`src/rtl/branch_ctrl_pkg.sv`:
```
// Shared definitions for the decode-stage branch controller: compare opcodes,
// FSM state encodings and opcode classification helpers.
package branch_ctrl_pkg;

  typedef enum logic [2:0] {
    CMP_BEQ  = 3'b000,
    CMP_BGTZ = 3'b001,
    CMP_BLEZ = 3'b010,
    CMP_BNE  = 3'b011,
    CMP_BGEZ = 3'b100,
    CMP_BLTZ = 3'b101,
    CMP_RSVD = 3'b110,
    CMP_NONE = 3'b111
  } cmp_op_e;

  typedef enum logic [1:0] {
    ST_IDLE  = 2'd0,
    ST_WAIT  = 2'd1,
    ST_FLUSH = 2'd2
  } br_state_e;

  // The reserved code behaves exactly like "no branch".
  function automatic logic is_branch(input logic [2:0] op);
    return !((op == CMP_NONE) || (op == CMP_RSVD));
  endfunction

  function automatic logic needs_rt(input logic [2:0] op);
    return (op == CMP_BEQ) || (op == CMP_BNE);
  endfunction

endpackage

```
`src/rtl/branch_ctrl_cmp.sv`:
```
// Combinational branch condition evaluator: (op, rs, rt) -> taken.
// All single-operand compares are signed against zero.
module branch_ctrl_cmp
  import branch_ctrl_pkg::*;
(
  input  logic [2:0]  op_i,
  input  logic [31:0] rs_i,
  input  logic [31:0] rt_i,
  output logic        taken_o
);

  logic rs_zero;
  logic rs_neg;

  assign rs_zero = (rs_i == 32'd0);
  assign rs_neg  = rs_i[31];

  always_comb begin
    taken_o = 1'b0;
    case (op_i)
      CMP_BEQ:  taken_o = (rs_i == rt_i);
      CMP_BNE:  taken_o = (rs_i != rt_i);
      CMP_BGTZ: taken_o = !rs_neg && !rs_zero;
      CMP_BLEZ: taken_o = rs_neg || rs_zero;
      CMP_BGEZ: taken_o = !rs_neg;
      CMP_BLTZ: taken_o = rs_neg;
      default:  taken_o = 1'b0;
    endcase
  end

endmodule

```
`src/rtl/branch_ctrl.sv`:
```
// Decode-stage branch controller: waits for forwarded operands, resolves the
// branch, drives PC select/target, link write, optional flush and statistics.
module branch_ctrl
  import branch_ctrl_pkg::*;
#(
  parameter int DELAY_SLOT = 1,
  parameter int CNT_W      = 32
) (
  input  logic             clk,
  input  logic             reset_n,
  input  logic [2:0]       CMP_Op_D,
  input  logic             Link_D,
  input  logic             RsReady_D,
  input  logic             RtReady_D,
  input  logic [31:0]      RsData_D,
  input  logic [31:0]      RtData_D,
  input  logic [31:0]      PC4_D,
  input  logic [15:0]      Imm16_D,
  input  logic             Hold_D,
  output logic             Stall_D,
  output logic             Taken_D,
  output logic [31:0]      Target_D,
  output logic             Flush_FD,
  output logic             LinkWe_D,
  output logic [31:0]      LinkData_D,
  output logic [CNT_W-1:0] BrCount,
  output logic [CNT_W-1:0] TakenCount,
  output logic [CNT_W-1:0] StallCount
);

  localparam bit               FLUSH_ON_TAKEN = (DELAY_SLOT == 0);
  localparam logic [CNT_W-1:0] CNT_ONE        = {{(CNT_W-1){1'b0}}, 1'b1};
  localparam logic [CNT_W-1:0] CNT_MAX        = {CNT_W{1'b1}};

  br_state_e        state_q, state_d;
  logic             present;
  logic             ops_ready;
  logic             cmp_taken;
  logic             resolve;
  logic [CNT_W-1:0] br_cnt_q, br_cnt_d;
  logic [CNT_W-1:0] tk_cnt_q, tk_cnt_d;
  logic [CNT_W-1:0] st_cnt_q, st_cnt_d;

  assign present   = is_branch(CMP_Op_D);
  assign ops_ready = RsReady_D && (!needs_rt(CMP_Op_D) || RtReady_D);

  branch_ctrl_cmp u_cmp (
    .op_i    (CMP_Op_D),
    .rs_i    (RsData_D),
    .rt_i    (RtData_D),
    .taken_o (cmp_taken)
  );

  assign Target_D   = PC4_D + {{14{Imm16_D[15]}}, Imm16_D, 2'b00};
  assign LinkData_D = PC4_D + 32'd4;

  always_ff @(posedge clk or negedge reset_n) begin
    if (!reset_n) begin
      state_q  <= ST_IDLE;
      br_cnt_q <= '0;
      tk_cnt_q <= '0;
      st_cnt_q <= '0;
    end else begin
      state_q  <= state_d;
      br_cnt_q <= br_cnt_d;
      tk_cnt_q <= tk_cnt_d;
      st_cnt_q <= st_cnt_d;
    end
  end

  always_comb begin
    state_d  = state_q;
    Stall_D  = 1'b0;
    resolve  = 1'b0;
    Flush_FD = 1'b0;
    case (state_q)
      ST_IDLE, ST_WAIT: begin
        Stall_D = present && !ops_ready;
        resolve = present && ops_ready && !Hold_D;
        if (!Hold_D) begin
          if (resolve)
            state_d = (cmp_taken && FLUSH_ON_TAKEN) ? ST_FLUSH : ST_IDLE;
          else if (Stall_D)
            state_d = ST_WAIT;
          else
            state_d = ST_IDLE;
        end
      end
      // The instruction now in D sits in the shadow of a taken branch.
      ST_FLUSH: begin
        Flush_FD = 1'b1;
        if (!Hold_D) state_d = ST_IDLE;
      end
      default: state_d = ST_IDLE;
    endcase
    // Combinational outputs must be quiet while reset is held, even mid-WAIT.
    if (!reset_n) begin
      Stall_D  = 1'b0;
      resolve  = 1'b0;
      Flush_FD = 1'b0;
    end
    Taken_D  = resolve && cmp_taken;
    LinkWe_D = resolve && Link_D;
  end

  always_comb begin
    br_cnt_d = br_cnt_q;
    tk_cnt_d = tk_cnt_q;
    st_cnt_d = st_cnt_q;
    if (resolve && (br_cnt_q != CNT_MAX))
      br_cnt_d = br_cnt_q + CNT_ONE;
    if (Taken_D && (tk_cnt_q != CNT_MAX))
      tk_cnt_d = tk_cnt_q + CNT_ONE;
    if (Stall_D && !Hold_D && (st_cnt_q != CNT_MAX))
      st_cnt_d = st_cnt_q + CNT_ONE;
  end

  assign BrCount    = br_cnt_q;
  assign TakenCount = tk_cnt_q;
  assign StallCount = st_cnt_q;

endmodule

```
`config.mk`:
```
export PLATFORM = sky130hd
export DESIGN_NAME = branch_ctrl
export DESIGN_NICKNAME = d
export VERILOG_FILES = /design/src/rtl/branch_ctrl_pkg.sv /design/src/rtl/branch_ctrl_cmp.sv /design/src/rtl/branch_ctrl.sv
export SDC_FILE = /design/constraint.sdc
export NUM_CORES = 1
export LEC_CHECK = 0
export ABC_AREA = 1
export ABC_CLOCK_PERIOD_IN_PS = 2450
export CAP_MARGIN = 0
export CORE_MARGIN = 2
export CORE_UTILIZATION = 47
export DETAILED_ROUTE_END_ITERATION = 6
export PLACE_DENSITY_LB_ADDON = 0.2
export SLEW_MARGIN = 20
export SYNTH_ARGS = -nofsm -noshare
export SYNTH_HDL_FRONTEND = slang
export SYNTH_SLANG_ARGS = --single-unit
```
`constraint.sdc`:
```
create_clock -name clk -period 2.45 [get_ports clk]
set_input_delay 0.3675 -clock clk [delete_from_list [all_inputs] [get_ports clk]]
set_output_delay 0.3675 -clock clk [all_outputs]
set_load 0.02 [all_outputs]
```
==> flow_summary.yaml, run 1 <==
floorplanning:
  fp.dieH_um: 139
  die_w_um: 139
  rows: 49
  dieArea_um2: 19200
  start_util: 0.477
  fp.coreArea_um2: 17800
  ios: 285
logic_synthesis:
  synthFlopType: "dfrtp_1"
  yosysTopAreaCell: "dfrtp_1"
  synth_top_area_frac: 0.282
  ys_seq_area_frac: 0.282
  synth-seq-cells: 96
  yosys_warnings: 0
  synth_cell_type_count: 48
  syn_area_um2: 8500
  syn-instance-count: 1229
  synth_edf_count: 0
  netlist_top_cells_area: "dfrtp_1 (28%), nand2_1 (15%), xor2_1 (11%)"
  syn_area_per_cell_um2: 6.92
  syn_nets: 1384
  synthArstFlopShare: 1.00
timing:
  setup_ws_ns: -0.370
  drv_slew: 0
  rsz0062_at_grt: "yes"
  finalSetupViolCount: 29
  worst_pin_slew_ns: 0.846
  min_period_over_period: 1.15
  clock.fmax_ghz: 0.355
  hold_viol_final: 0
  finalClockSkew_ns: 0.0106
  fin_tns_setup_ns: -3.72
  finalCriticalPeriod_ns: 2.82
  maxSlewHeadroom: 0.436
routing:
  vias: 11000
  wl_um: 39000
  routedWlPerCell_um: 20.0
  dr.pass1.iters: 6
  ant_nets: 0
  route.detailed.drc: 0
  drt_iter0_markers: 843
  via_per_inst: 5.64
placed_design:
  placed_area_um2: 12800
  numPortBuffers: 277
  hpwlAfterDp_um: 24100
  place.gp.congestion: 0.969
global_routing:
  globalRouteOverflowTotal: 0
  antenna_found_initial: 2
  grt_pass1_vias: 10600
  grt_max_degree: 65
  track_usage: 0.342
  grt_pass1_wl_um: 53600
power:
  switching_power_w: 0.00228
  swShare: 0.378
  leakage_nw: 6.72
  ir_drop_mv: 0.400
  p_per_area_nw_per_um2: 414
  finalPower_w: 0.00602
  comb_power_share: 0.448
  internal_power_w: 0.00374
  pwr-share-seq: 0.297
  p_clk_frac: 0.255
critical_path:
  crit_required_ns: 2.08
  rr_startpoint: "TakenCount[0]$_DFFE_PN0P_"
  r2r_setup_slack_ns: 0.14
  cp_max_fo: 3
  reg2reg_to: "TakenCount[25]$_DFFE_PN0P_"
  cp-end-kind: "output pin"
  worstPathArrival_ns: 2.45
  critPathLaunchType: "primary input"
  worstSetupPathType: "in2out"
  reg2regPathDepth: 11
clock_network:
  cts.hold.buffers_added: 0
  h-tree-depth: 3
  clkSlewWorstSetupHoldPaths_ns: 0.07
  numCtsBuffers: 9
  cts_tree: "done"
  clock_latency_ns: 0.37
  cts_buffer_depth: 2
  cts.sinks: 96
  cts_root_buffer: "clkbuf_16"
finish:
  nFillCells: 1153
  final_cell_area_um2: 14600
  nets: 1867
  final_core_util: 0.816
  final_cell_mix: "nand2_1 (302), buf_4 (211), clkdlybuf4s50_1 (177), inv_1 (117), nor2_1 (110)"
  synthToLayoutAreaGrowth_pct: 71.1
  final_common_cell: "nand2_1"
  drive_gt1_frac: 0.301
worst_hold_path:
  hold_class: "in2async"
status:
  status: "finished, violations left"
  violations: "negative setup slack"
run:
  drv_cap: 0
## logic make-up (layout without fill, tap and decap cells)
family	Yosys count	in the layout	synth area share
and+or+nand+nor	700	700	0.369
xor gates and xnor gates	166	166	0.171
buffers and inverters	153	641	0.0750
DFF	96	96	0.282
AOI/OAI and AO/OA	79	79	0.0516
adders and majority gates	34	34	0.0509
other	1	3	0.000441
## state kept, by name, summed over array words and instances (netlist names)
signal,flops
TakenCount,32
StallCount,32
BrCount,32
## Yosys cell counts (all sizes together) (5+ instances only)
cell      n
nor3     54
nand3    57
nand4    65
a21oi    39
buf      20
o21ai    25
inv     130
ha       33
nand2   354
dfrtp    96
xnor2    64
xor2    102
nor4     14
nand3b    5
nor2    146
## routing by layer
metal / vias to the layer above / GRT usage / wire length [um]
li1: 4946 / - / -
met1: 5147 / 0.402 / 14100
met2: 665 / 0.588 / 18600
met3: 238 / 0.0727 / 3440
met4: 0 / 0.181 / 2860
met5: - / 0 / 0
## through the flow
stage | hold slack, ns | setup WS, ns | instances
3_5_place_dp | 0.492 | -1.04 | 1897
2_1_floorplan | 0.0719 | -0.0193 | 1229
4_1_cts | 0.117 | -0.0114 | 1930
5_1_grt | 0.146 | -0.370 | 1947
3_3_place_gp | 0.480 | -0.989 | 1897
6_report | 0.112 | -0.370 | 1948
## final cells by class
cell class | instances | area (um^2) | share of cell area
diodes | 2 | 5.00 | 0.000344
clock buffers | 9 | 225 | 0.0155
clock inverters | 7 | 93.8 | 0.00645
inverters | 130 | 490 | 0.0337
multi-input cells | 980 | 6670 | 0.459
flip-flops and latches | 96 | 2400 | 0.165
well taps | 229 | 287 | 0.0197
repair buffers | 495 | 4380 | 0.301
## how the worst max path moves through the flow
stage,from,to,depth (start not counted)
after global placement,PC4_D[2],Target_D[24],14
after global routing,PC4_D[8],Target_D[31],14
after CTS,PC4_D[2],LinkData_D[26],13
final,PC4_D[8],Target_D[25],14
after detailed placement,PC4_D[2],Target_D[24],14
after floorplan,PC4_D[2],Target_D[24],12
## worst max-delay path: stages
cell	delay, ns
clkbuf_2	0.13
ha_4	0.28
nand2_4	0.14
nand2_4	0.14
a31oi_4	0.34
nand2_2	0.12
nand2_2	0.12
nand2_2	0.08
nand2_2	0.12
nand2_2	0.10
nand2_2	0.09
nand2_2	0.05
xor2_1	0.17
buf_4	0.18
## power by group through the flow
stage | Sequential [W] | Combinational, W | Clock, W
after floorplan | 0.00190 | 0.000854 | 0
after global placement | 0.00181 | 0.00211 | 0
after detailed placement | 0.00182 | 0.00214 | 0
after CTS | 0.00179 | 0.00231 | 0.00155
after global routing | 0.00181 | 0.00282 | 0.00160
final | 0.00179 | 0.00270 | 0.00154
## what timing repair did
item | 4_1_cts | 5_1_grt
resized for setup | 397 | 181
setup endpoints to repair | 58 | 51
cloned | 1 | 0
pin swaps | 63 | 102
buffers inserted | 17 | 18
Note: power is estimated with default switching activity, not from simulation.
==> inputs of run 2 (changes only) <==
--- a/config.mk
+++ b/config.mk
@@ -9,10 +9,11 @@
 export ABC_CLOCK_PERIOD_IN_PS = 2450
 export CAP_MARGIN = 0
 export CORE_MARGIN = 2
-export CORE_UTILIZATION = 47
+export CORE_UTILIZATION = 50
 export DETAILED_ROUTE_END_ITERATION = 6
 export PLACE_DENSITY_LB_ADDON = 0.2
 export SLEW_MARGIN = 20
 export SYNTH_ARGS = -nofsm -noshare
 export SYNTH_HDL_FRONTEND = slang
+export SYNTH_HIERARCHICAL = 1
 export SYNTH_SLANG_ARGS = --single-unit
==> flow_summary.yaml, run 2 <==
status:
  status: "completed"
logic_synthesis:
  yosysTopAreaCell: "nand2_1"
  syn-instance-count: 1722
  netlist_top_cells_count: "nand2_1 (771), nor2_1 (203), inv_1 (198)"
  yosys_warnings: 6
  ys_seq_area_frac: 0.237
  synthFlopType: "dfrtp_1"
  synth_top_area_frac: 0.286
  synth_cell_type_count: 33
  yosys.cell_count.top_type: "nand2_1"
  synth-seq-cells: 96
  synth_edf_count: 0
  syn_area_um2: 10100
  syn_area_per_cell_um2: 5.88
  netlist_top_cells_area: "nand2_1 (29%), dfrtp_1 (24%), nor2_1 (7.5%)"
  synthArstFlopShare: 1.00
  syn_nets: 1877
timing:
  maxSlewHeadroom: 0.538
  finalCriticalPeriod_ns: 2.44
  finalClockSkew_ns: 0.0134
  hold_viol_final: 0
  drv_slew: 0
  worst_pin_slew_ns: 0.694
  fin_tns_setup_ns: 0
  clock.fmax_ghz: 0.410
  finalSetupViolCount: 0
  min_period_over_period: 0.995
floorplanning:
  start_util: 0.505
  rows: 52
  ios: 285
  fp.dieH_um: 146
  fp.coreArea_um2: 20000
  die_w_um: 146
  dieArea_um2: 21400
placed_design:
  dp.cells: 2373
  hpwlAfterDp_um: 29900
  place.gp.congestion: 1.03
  numPortBuffers: 277
power:
  pwr-share-seq: 0.309
  swShare: 0.407
  internal_power_w: 0.00384
  switching_power_w: 0.00264
  ir_drop_mv: 0.358
  comb_power_share: 0.451
  p_clk_frac: 0.240
  leakage_nw: 7.35
  p_per_area_nw_per_um2: 428
critical_path:
  cp_max_fo: 4
  rr_startpoint: "BrCount[0]$_DFFE_PN0P_"
  worstSetupPathType: "in2out"
  crit_required_ns: 2.08
  reg2reg_to: "BrCount[28]$_DFFE_PN0P_"
  cp-end-kind: "output pin"
  critPathLaunchType: "primary input"
  reg2regPathDepth: 11
  worstPathArrival_ns: 2.07
  r2r_setup_slack_ns: 0.31
routing:
  route.detailed.drc: 0
  dr.pass1.iters: 5
  vias: 12500
  wl_um: 38300
  drt_iter0_markers: 869
  routedWlPerCell_um: 15.9
  ant_nets: 0
  via_per_inst: 5.19
finish:
  drive_gt1_frac: 0.192
  synthToLayoutAreaGrowth_pct: 49.6
  fin_cells: 2405
  final_core_util: 0.756
  multi_input_area_um2: 7580
  final_common_cell: "nand2_1"
  nets: 2283
  final_cell_mix: "nand2_1 (725), inv_1 (192), nor2_1 (184), clkdlybuf4s50_1 (172), buf_4 (144)"
  nFillCells: 1645
  regArea_um2: 2400
global_routing:
  grt.busiest_layer: "met2"
  globalRouteOverflowTotal: 0
  met2_usage: 0.604
  antenna_found_initial: 1
  grtUsageMet1: 0.442
  track_usage: 0.348
  use_met3: 0.0488
  grt_max_degree: 56
  grt_pass1_vias: 12000
  grt_pass1_wl_um: 60200
worst_hold_path:
  hold_class: "in2async"
clock_network:
  h-tree-depth: 3
  cts_tree: "done"
  cts_buffer_depth: 2
  cts_root_buffer: "clkbuf_16"
  clkSlewWorstSetupHoldPaths_ns: 0.08
  clock_latency_ns: 0.36
  cts.sinks: 96
  numCtsBuffers: 9
run:
  drv_cap: 0
[run 2: cell count changes after synthesis, sizes merged, moves of 14 or more]
cell    change
nor2       +73
nor4       -14
nand4      -43
nand2     +436
a21oi      -17
inv        +78
nand3      +20
nand3b     +16
xor2       -42
[run 2: repair_timing]
action | CTS | global route
resized for setup | 340 | 98
pin swaps | 29 | 28
buffers inserted | 6 | 6
hold buffers | 1 | 0
setup endpoints to repair | 60 | 43
gates cloned | 1 | 0
endpoints found under the hold margin | 9 | 0
[run 2: critical path: stages]
cell,delay [ns]
dlygate4sd2_1,0.30
ha_4,0.31
nand2_1,0.08
inv_1,0.12
nand2_2,0.09
nor3_2,0.18
nand2_4,0.07
nand2_4,0.09
buf_4,0.10
nand2_1,0.06
nand2_1,0.06
nand2_1,0.04
nand2_1,0.07
buf_6,0.13
[run 2: power groups by stage]
stage	Clock (W)	Sequential (W)	Combinational, W
final	0.00156	0.00200	0.00292
after global routing	0.00163	0.00203	0.00313
after CTS	0.00156	0.00200	0.00282
after detailed placement	0	0.00203	0.00271
after global placement	0	0.00202	0.00265
after floorplan	0	0.00215	0.00120
[run 2: routing by layer]
metal | routed length, um | up-vias
met5 | 0 | -
met2 | 18300 | 537
li1 | - | 6101
met3 | 2420 | 105
met1 | 16200 | 5732
met4 | 1320 | 0
[run 2: worst max-delay path by stage]
stage                          from           end  slack [ns]  cells past startpoint
after floorplan            PC4_D[2]  Target_D[14]        0.28                      9
after global placement     PC4_D[2]  Target_D[30]       -0.76                     14
after detailed placement   PC4_D[2]  Target_D[30]       -0.83                     14
after CTS                 PC4_D[25]  Target_D[30]      -0.007                     14
after global routing      PC4_D[14]  Target_D[23]       -0.07                     14
final                     PC4_D[14]  Target_D[23]        0.01                     14
[run 2: layout make-up]
class,instances,area share
flip-flops and latches,96,0.159
clock buffers,9,0.0149
multi-input cells,1394,0.501
inverters,209,0.0521
repair buffers,418,0.244
diodes,2,0.000331
well taps,270,0.0223
clock inverters,7,0.00645
[run 2: logic make-up after synthesis]
group	count (synthesis)	share of synthesized area
AO/OA/AOI/OAI	60	0.0336
XOR/XNOR	116	0.100
adder cells (fa/ha/maj)	34	0.0428
buffers and inverters	232	0.0970
flip-flops	96	0.237
other	1	0.000370
AND/OR/NAND/NOR	1183	0.489
[run 2: per-stage QoR]
| step | power, W | hold WS [ns] | worst slack, ns | area (um^2) |
|---|---|---|---|---|
| global route | 0.00679 | 0.438 | -0.0699 | 15100 |
| detailed placement | 0.00474 | 0.246 | -0.833 | 14000 |
| CTS | 0.00638 | 0.405 | -0.00686 | 14900 |
| global placement | 0.00468 | 0.243 | -0.759 | 14000 |
| finish | 0.00648 | 0.423 | 0.0128 | 15100 |
| floorplan | 0.00335 | 0.0719 | 0.285 | 10100 |
==> inputs of run 3 (changes only) <==
--- a/config.mk
+++ b/config.mk
@@ -12,6 +12,7 @@
 export CORE_UTILIZATION = 50
 export DETAILED_ROUTE_END_ITERATION = 6
 export PLACE_DENSITY_LB_ADDON = 0.2
+export SETUP_SLACK_MARGIN = 0.1
 export SLEW_MARGIN = 20
 export SYNTH_ARGS = -nofsm -noshare
 export SYNTH_HDL_FRONTEND = slang
==> flow_summary.yaml, run 3 (same netlist as run 2, synthesis figures left out) <==
floorplanning:
  rows: 52
  fp.coreArea_um2: 20000
  fp.dieH_um: 146
  start_util: 0.505
  ios: 285
  die_w_um: 146
  dieArea_um2: 21400
global_routing:
  globalRouteOverflowTotal: 0
  grt_pass1_wl_um: 61100
  grt_pass1_vias: 12000
  antenna_found_initial: 0
  track_usage: 0.352
  grt_max_degree: 56
clock_network:
  cts_tree: "done"
  clock_latency_ns: 0.36
  h-tree-depth: 3
  clkSlewWorstSetupHoldPaths_ns: 0.08
  cts.sinks: 96
  cts_root_buffer: "clkbuf_16"
  cts_buffer_depth: 2
  numCtsBuffers: 9
finish:
  final_common_cell: "nand2_1"
  drive_gt1_frac: 0.220
  final_core_util: 0.770
  nets: 2291
  final_cell_area_um2: 15400
  synthToLayoutAreaGrowth_pct: 52.5
  final_cell_mix: "nand2_1 (703), inv_1 (188), nor2_1 (181), buf_4 (146), clkdlybuf4s50_1 (142)"
power:
  leakage_nw: 7.64
  ir_drop_mv: 0.354
  finalPower_w: 0.00661
  p_per_area_nw_per_um2: 428
routing:
  ant_nets: 0
  drt_iter0_markers: 922
  via_per_inst: 5.36
  vias: 12900
  dr.pass1.iters: 7
  routedWlPerCell_um: 16.7
  wl_um: 40400
  route.detailed.drc: 0
timing:
  hold_viol_final: 0
  worst_pin_slew_ns: 0.687
  drv_slew: 0
  finalSetupViolCount: 6
  setup_ws_ns: -0.0509
  rsz0062_at_grt: "yes"
  min_period_over_period: 1.02
  finalClockSkew_ns: 0.0130
  finalCriticalPeriod_ns: 2.50
  fin_tns_setup_ns: -0.198
  clock.fmax_ghz: 0.400
  maxSlewHeadroom: 0.542
placed_design:
  dp_slack_ns: -0.833
  hpwlAfterDp_um: 29900
  placed_area_um2: 14000
  numPortBuffers: 277
  place.gp.congestion: 1.03
status:
  violations: "negative setup slack"
  status: "finished, violations left"
critical_path:
  critPathLaunchType: "primary input"
  worstSetupPathType: "in2out"
  r2r_setup_slack_ns: 0.33
  rr_startpoint: "BrCount[0]$_DFFE_PN0P_"
  cp_max_fo: 5
  endpoint: "Target_D[15]"
  setup.worst_path.start: "Imm16_D[2]"
  crit_required_ns: 2.08
  cp-end-kind: "output pin"
  worstPathArrival_ns: 2.13
  reg2reg_to: "BrCount[28]$_DFFE_PN0P_"
  reg2regPathDepth: 11
run:
  drv_cap: 0
worst_hold_path:
  hold_class: "in2async"
==> run 3: how the worst min path moves through the flow <==
stage	to	slack, ns	cells after the start
final	BrCount[21]$_DFFE_PN0P_	0.41	2
after global routing	BrCount[21]$_DFFE_PN0P_	0.43	2
after CTS	BrCount[21]$_DFFE_PN0P_	0.41	2
after detailed placement	BrCount[21]$_DFFE_PN0P_	0.25	1
after global placement	BrCount[21]$_DFFE_PN0P_	0.24	1
after floorplan	BrCount[0]$_DFFE_PN0P_	0.07	0
==> run 3: cell type report <==
| class | count | area [um^2] |
|---|---|---|
| inverter | 209 | 788 |
| multi-input combinational | 1394 | 7740 |
| fill | 1574 | 4600 |
| antenna | 1 | 2.50 |
| clock inverter | 7 | 97.6 |
| tap | 270 | 338 |
| clock buffer | 9 | 225 |
| timing repair buffer | 426 | 3840 |
| sequential | 96 | 2400 |
==> run 3: critical path, cell delays in order <==
cell and delay (ns):
dlygate4sd2_1 0.26, ha_4 0.31, nand2_1 0.09, nor2_1 0.14
nand2_1 0.17, nand3_4 0.17, nand2_2 0.08, nand2_4 0.08
buf_4 0.11, xor2_1 0.18, buf_4 0.18
==> run 3: per-stage QoR <==
step | std cells | hold WS [ns]
5_1_grt | 2411 | 0.426
3_5_place_dp | 2373 | 0.246
2_1_floorplan | 1722 | 0.0719
3_3_place_gp | 2373 | 0.243
4_1_cts | 2398 | 0.405
6_report | 2412 | 0.408
==> run 3: repair_timing <==
item                       4_1_cts  5_1_grt
cloned                           1        0
buffers inserted                 7       13
hold buffers                     1        0
pin swaps                       52       75
setup endpoints to repair       60       72
gates resized for setup        400      180
hold endpoints to repair         9        0
==> run 3: metal layers <==
metal / vias up / global-route usage / part of all wire / wire length, um
met5: - / 0 / 0 / 0
met2: 710 / 0.609 / 0.48 / 19200
li1: 6121 / - / - / -
met3: 184 / 0.0538 / 0.077 / 3130
met1: 5911 / 0.445 / 0.39 / 15900
met4: 0 / 0.133 / 0.052 / 2110
==> run 3: power breakdown <==
part           switching [W]  internal, W  leakage, nW
clock network       0.000727     0.000827        0.158
registers           0.000265      0.00174         1.29
logic                0.00172      0.00133         6.19
total                0.00271      0.00389         7.64
